**src/rtl/horner_poly_seq.sv**
```systemverilog
// horner_poly_seq: evaluates y = c0 + x*(c1 + x*(c2 + ... x*c_DEG)) by
// Horner's rule using one external pipelined multiplier (MUL_LAT stages).
// All operands are unsigned Q0.N fractions; each step keeps the high N bits
// of the product, adds the next coefficient and saturates to all-ones.
// Optional build macro HORNER_ROUND_EN: round the product half up (adds
// product bit N-1) instead of truncating. Latency and ports are unchanged.
// All sequential logic runs on the falling edge of clkn_i.
module horner_poly_seq #(
    parameter int N       = 6,
    parameter int DEG     = 3,
    parameter int MUL_LAT = 4
) (
    input  logic                   clkn_i,
    input  logic                   rstn_i,
    input  logic                   in_valid_i,
    output logic                   in_ready_o,
    input  logic [N-1:0]           x_i,
    input  logic [(DEG+1)*N-1:0]   coef_i,
    output logic                   out_valid_o,
    input  logic                   out_ready_i,
    output logic [N-1:0]           y_o,
    output logic                   sat_o,
    output logic [N-1:0]           mul_a_o,
    output logic [N-1:0]           mul_b_o,
    input  logic [2*N-1:0]         mul_p_i
);

    localparam int KW = (DEG > 1) ? $clog2(DEG + 1) : 1;
    localparam int CW = (MUL_LAT > 0) ? $clog2(MUL_LAT + 1) : 1;

    typedef enum logic [1:0] {
        IDLE = 2'd0,
        WAIT = 2'd1,
        DONE = 2'd2
    } state_t;

    // Step sum in N+1 bits: high half of the product plus the coefficient.
    function automatic logic [N:0] step_sum(input logic [2*N-1:0] p,
                                            input logic [N-1:0]   c);
`ifdef HORNER_ROUND_EN
        step_sum = {1'b0, p[2*N-1:N]} + {{N{1'b0}}, p[N-1]} + {1'b0, c};
`else
        step_sum = {1'b0, p[2*N-1:N]} + {1'b0, c};
`endif
    endfunction

    state_t                 state_q, state_d;
    logic [(DEG+1)*N-1:0]   coef_q, coef_d;
    logic [KW-1:0]          k_q, k_d;
    logic [CW-1:0]          cnt_q, cnt_d;
    logic                   jsat_q, jsat_d;
    logic                   out_valid_q, out_valid_d;
    logic [N-1:0]           y_q, y_d;
    logic                   sat_out_q, sat_out_d;
    logic [N-1:0]           mul_a_q, mul_a_d;
    logic [N-1:0]           mul_b_q, mul_b_d;

    logic                   accept_s;
    logic [N-1:0]           c_k_s;
    logic [N:0]             sum_s;
    logic                   step_sat_s;
    logic [N-1:0]           step_res_s;

    // Select coefficient c_k for the current Horner step.
    always_comb begin
        c_k_s = {N{1'b0}};
        for (int i = 0; i < DEG; i++) begin
            if (k_q == KW'(i)) begin
                c_k_s = coef_q[i*N +: N];
            end else begin
                c_k_s = c_k_s;
            end
        end
    end

    // One Horner step: add coefficient to the scaled product, then saturate.
    always_comb begin
        sum_s      = step_sum(mul_p_i, c_k_s);
        step_sat_s = sum_s[N];
        if (sum_s[N]) begin
            step_res_s = {N{1'b1}};
        end else begin
            step_res_s = sum_s[N-1:0];
        end
    end

    // FSM output: ready only in IDLE and never while reset is held.
    always_comb begin
        in_ready_o = rstn_i && (state_q == IDLE);
        accept_s   = in_valid_i && in_ready_o;
    end

    // FSM next-state decode.
    always_comb begin
        state_d = state_q;
        case (state_q)
            IDLE: begin
                if (accept_s) begin
                    state_d = WAIT;
                end else begin
                    state_d = IDLE;
                end
            end
            WAIT: begin
                if ((cnt_q == CW'(0)) && (k_q == KW'(0))) begin
                    state_d = DONE;
                end else begin
                    state_d = WAIT;
                end
            end
            DONE: begin
                if (out_ready_i) begin
                    state_d = IDLE;
                end else begin
                    state_d = DONE;
                end
            end
            default: state_d = IDLE;
        endcase
    end

    // Datapath next values: job latch, step sequencing and result capture.
    always_comb begin
        coef_d      = coef_q;
        k_d         = k_q;
        cnt_d       = cnt_q;
        jsat_d      = jsat_q;
        out_valid_d = out_valid_q;
        y_d         = y_q;
        sat_out_d   = sat_out_q;
        mul_a_d     = mul_a_q;
        mul_b_d     = mul_b_q;
        case (state_q)
            IDLE: begin
                if (accept_s) begin
                    coef_d  = coef_i;
                    mul_a_d = coef_i[DEG*N +: N];
                    mul_b_d = x_i;
                    k_d     = KW'(DEG - 1);
                    cnt_d   = CW'(MUL_LAT);
                    jsat_d  = 1'b0;
                end else begin
                    coef_d  = coef_q;
                end
            end
            WAIT: begin
                if (cnt_q != CW'(0)) begin
                    cnt_d = cnt_q - CW'(1);
                end else if (k_q == KW'(0)) begin
                    y_d         = step_res_s;
                    sat_out_d   = jsat_q | step_sat_s;
                    out_valid_d = 1'b1;
                end else begin
                    mul_a_d = step_res_s;
                    k_d     = k_q - KW'(1);
                    cnt_d   = CW'(MUL_LAT);
                    jsat_d  = jsat_q | step_sat_s;
                end
            end
            DONE: begin
                if (out_ready_i) begin
                    out_valid_d = 1'b0;
                end else begin
                    out_valid_d = out_valid_q;
                end
            end
            default: begin
                out_valid_d = 1'b0;
            end
        endcase
    end

    // State and datapath registers, falling edge, async active-low reset.
    always_ff @(negedge clkn_i or negedge rstn_i) begin
        if (!rstn_i) begin
            state_q     <= IDLE;
            coef_q      <= {((DEG+1)*N){1'b0}};
            k_q         <= {KW{1'b0}};
            cnt_q       <= {CW{1'b0}};
            jsat_q      <= 1'b0;
            out_valid_q <= 1'b0;
            y_q         <= {N{1'b0}};
            sat_out_q   <= 1'b0;
            mul_a_q     <= {N{1'b0}};
            mul_b_q     <= {N{1'b0}};
        end else begin
            state_q     <= state_d;
            coef_q      <= coef_d;
            k_q         <= k_d;
            cnt_q       <= cnt_d;
            jsat_q      <= jsat_d;
            out_valid_q <= out_valid_d;
            y_q         <= y_d;
            sat_out_q   <= sat_out_d;
            mul_a_q     <= mul_a_d;
            mul_b_q     <= mul_b_d;
        end
    end

    assign out_valid_o = out_valid_q;
    assign y_o         = y_q;
    assign sat_o       = sat_out_q;
    assign mul_a_o     = mul_a_q;
    assign mul_b_o     = mul_b_q;

endmodule

```
**config.mk**
```make
export PLATFORM = sky130hd
export DESIGN_NAME = horner_poly_seq
export DESIGN_NICKNAME = d
export VERILOG_FILES = /design/src/rtl/horner_poly_seq.sv
export SDC_FILE = /design/constraint.sdc
export NUM_CORES = 1
export LEC_CHECK = 0
export BUFFER_PORTS_ARGS = -buffer_cell sky130_fd_sc_hd__buf_2
export CORE_UTILIZATION = 25
export CTS_BUF_LIST = sky130_fd_sc_hd__clkbuf_8
export DETAILED_ROUTE_END_ITERATION = 12
export HOLD_SLACK_MARGIN = 0.05
export SLEW_MARGIN = 20
export SYNTH_ARGS = -nofsm -noshare
export SYNTH_HDL_FRONTEND = slang
export SYNTH_SLANG_ARGS = --single-unit
```
**constraint.sdc**
```tcl
create_clock -name clkn_i -period 2.55 [get_ports clkn_i]
set_clock_uncertainty 0.1 [all_clocks]
set_input_delay 0.3825 -clock clkn_i [delete_from_list [all_inputs] [get_ports clkn_i]]
set_output_delay 0.3825 -clock clkn_i [all_outputs]
set_load 0.1 [all_outputs]
```
==> impl_metrics.py <==
metrics = {
    "status": {
        "status": "finished, violations left",
        "violations": "negative setup slack",
    },
    "yosys": {
        "synth-seq-area-share": 0.4782,
        "synth-compound-area-share": 0.1419,
        "synth_edf_count": 0,
        "syn_avg_cell_area_um2": 10.75,
        "synthMuxAreaShare": 0.1435,
        "synth-simple-area-share": 0.1227,
        "syn_area_um2": 2407,
        "synth_top_family_by_area": "multiplexers",
        "synth_nets": 281,
        "synth_ff_type": "dfrtn_1",
        "synthArstFlopShare": 1.000,
        "synth-xor-area-share": 0.007277,
        "ys_warn_count": 0,
        "yosysTopAreaCellShare": 0.4782,
        "ys_types": 42,
        "synthAdderAreaFrac": 0.06029,
        "yosys.area.top_type": "dfrtn_1",
        "synth_cells": 224,
        "synthTopCellsByArea": "dfrtn_1 (48%), mux2_4 (11%), ha_1 (5.2%), nand2_1 (4.1%), o21ai_0 (3.7%)",
        "synth_seq_cells": 46,
    },
    "clock_network": {
        "tritoncts": "built",
        "cts_buffers": 5,
        "ctsHtreeMaxLevel": 2,
        "clock_latency_ps": 310,
        "clock_sinks": 46,
        "hold_buffers": 0,
        "cts-root-buf": "clkbuf_8",
        "cts_buffer_depth": 2,
        "clk_pin_slew_worst_paths_ps": 60,
    },
    "global_route": {
        "grt_pass1_vias": 2148,
        "grt_pass1_wl_um": 10400,
        "grt_max_degree": 32,
        "gr-total-overflow": 0,
        "antenna_found_initial": 0,
        "grt_usage": 0.1333,
    },
    "placement": {
        "io_buffers": 60,
        "gp_congestion": 0.8529,
        "dp_slack_ps": -779.3,
        "dp_hpwl_um": 4541,
    },
    "timing": {
        "tightest_slew_ps": 630.4,
        "setup_tns_ps": -13140,
        "setup_viol": 61,
        "slew_viol_final": 0,
        "setup_slack_ps": -401.3,
        "rsz0062_at_grt": "true",
        "hold_viol_final": 0,
        "relSlewSlack": 0.5797,
    },
    "finish": {
        "antenna_cells": 0,
        "postLayoutCoreUtil": 0.4127,
        "layout-drive-gt1-share": 0.5232,
        "area_growth_pct": 59.15,
        "multi_input_area_um2": 1354,
        "nFillCells": 921,
        "nets": 379,
        "seqCellArea_um2": 1151,
    },
    "floorplan": {
        "die_y_um": 100.1,
        "start_util": 0.2593,
        "dieArea_um2": 10030,
        "die_width_um": 100.1,
        "coreArea_um2": 9284,
        "top_level_ports": 67,
        "rows": 35,
    },
    "critical_path": {
        "critPathMaxFanout": 2,
        "critPathCaptureType": "primary output",
        "reg2reg_depth": 14,
        "r2r_end": "mul_a_o[4]",
        "reg2reg_slack_ps": -230,
        "start_kind": "register",
        "rr_startpoint": "k_q[0]",
        "path_class": "register to primary output",
        "crit_required_ps": 2070,
        "cp.arrival_ps": 2470,
    },
    "routing": {
        "ant_nets": 0,
        "wl_per_cell_um": 13.97,
        "drt-vias-per-instance": 4.429,
        "wl_um": 6314,
        "drt_iter0_drc": 65,
        "dr.pass1.iters": 4,
        "vias": 2002,
        "drt_drc_violations_left": 0,
    },
    "hold_path": {
        "min_to": "coef_q[17]",
        "hold_depth": 1,
        "min_path_type": "register to register",
        "min_from": "coef_q[17]",
    },
    "run": {
        "max_cap_violations": 0,
    },
}
-- cell usage after synthesis, types with 2 or more instances --
cell	number
nand3_1	2
nand3b_1	2
buf_2	2
o211ai_1	2
nand2_1	26
a21oi_2	4
clkbuf_1	3
a21o_1	5
mux2_2	8
inv_1	9
nor3_1	6
xnor2_1	2
dfrtn_1	46
buf_6	3
nor2_1	20
a21oi_1	16
mux2_4	17
o21ai_0	18
ha_1	10
-- stage by stage --
stage	instance area (µm²)	instances	hold WS, ps
2_1_floorplan	2486	224	323.8
3_3_place_gp	3410	430	336.9
3_5_place_dp	3410	430	355.7
4_1_cts	3801	451	368.3
5_1_grt	3831	452	385.5
6_report	3831	452	365.3
-- per-layer routing --
metal  routed length, µm  track usage  up-vias
li1                    -            -      974
met1                2822       0.1684      969
met4                  87      0.03679        0
met3                 220      0.02786        9
met2                3183       0.2302       50
met5                   0            0        -
-- logic make-up after synthesis --
kind of cell | Yosys count
flops | 46
xor+xnor | 2
compound gates | 56
fa+ha+maj | 11
buf+inv | 19
mux | 25
simple gates | 65
-- cell usage in the layout (no fill, tap or decap), types with 2 or more instances in the layout --
cell type	n
dfrtn_1	46
buf_2	37
buf_4	28
buf_12	26
mux2_4	25
nand2_1	24
nor2_1	16
a21oi_1	11
o21ai_0	11
a21oi_2	9
buf_6	9
o21ai_1	8
inv_1	7
ha_1	7
a21o_1	5
clkbuf_8	5
nor3_1	3
nand2_4	3
nor2_2	3
nor3_2	3
ha_4	3
inv_2	2
nor2_4	2
nand3b_1	2
xnor2_1	2
nand3_1	2
o211ai_1	2
clkinvlp_4	2
-- worst max-delay path, cell delays in order (launching register included) --
cell and delay, ps:
dfrtn_1 380, nor3b_4 230, buf_6 130, buf_12 160
-- area by class of cell --
type                       count  share of cell area
timing repair buffer         100              0.2655
clock inverter                 3             0.01176
multi-input combinational    160              0.3534
clock buffer                   5             0.01796
tap                          129             0.04213
sequential                    46              0.3005
inverter                       9            0.008818
-- registers in the layout, summed over array words and instances, names as in the netlist --
register / flops
coef_q: 18
mul_a_o: 6
mul_b_o: 6
y_o: 6
cnt_q: 3
k_q: 2
state_q: 2
jsat_q: 1
out_valid_o: 1
sat_o: 1
-- worst max path at each step --
| stage | from | to | slack (ps) | cells after the start |
|---|---|---|---|---|
| 3_5_place_dp | mul_p_i[6] | mul_a_o[4] | -780 | 9 |
| 2_1_floorplan | rstn_i | mul_b_o[0] | -1080 | 5 |
| 4_1_cts | state_q[0] | in_ready_o | -400 | 3 |
| 5_1_grt | state_q[0] | in_ready_o | -470 | 3 |
| 6_report | state_q[0] | in_ready_o | -400 | 3 |
| 3_3_place_gp | mul_p_i[6] | mul_a_o[4] | -710 | 9 |
-- repair_timing --
item | 4_1_cts | 5_1_grt
pin swaps | 10 | 7
cloned | 3 | 0
endpoints found under the setup margin | 60 | 63
gates resized for setup | 27 | 19
buffers inserted | 10 | 4
Power is not shown: default switching activity piles up to over one toggle a cycle in this logic, so the estimate is an artifact.
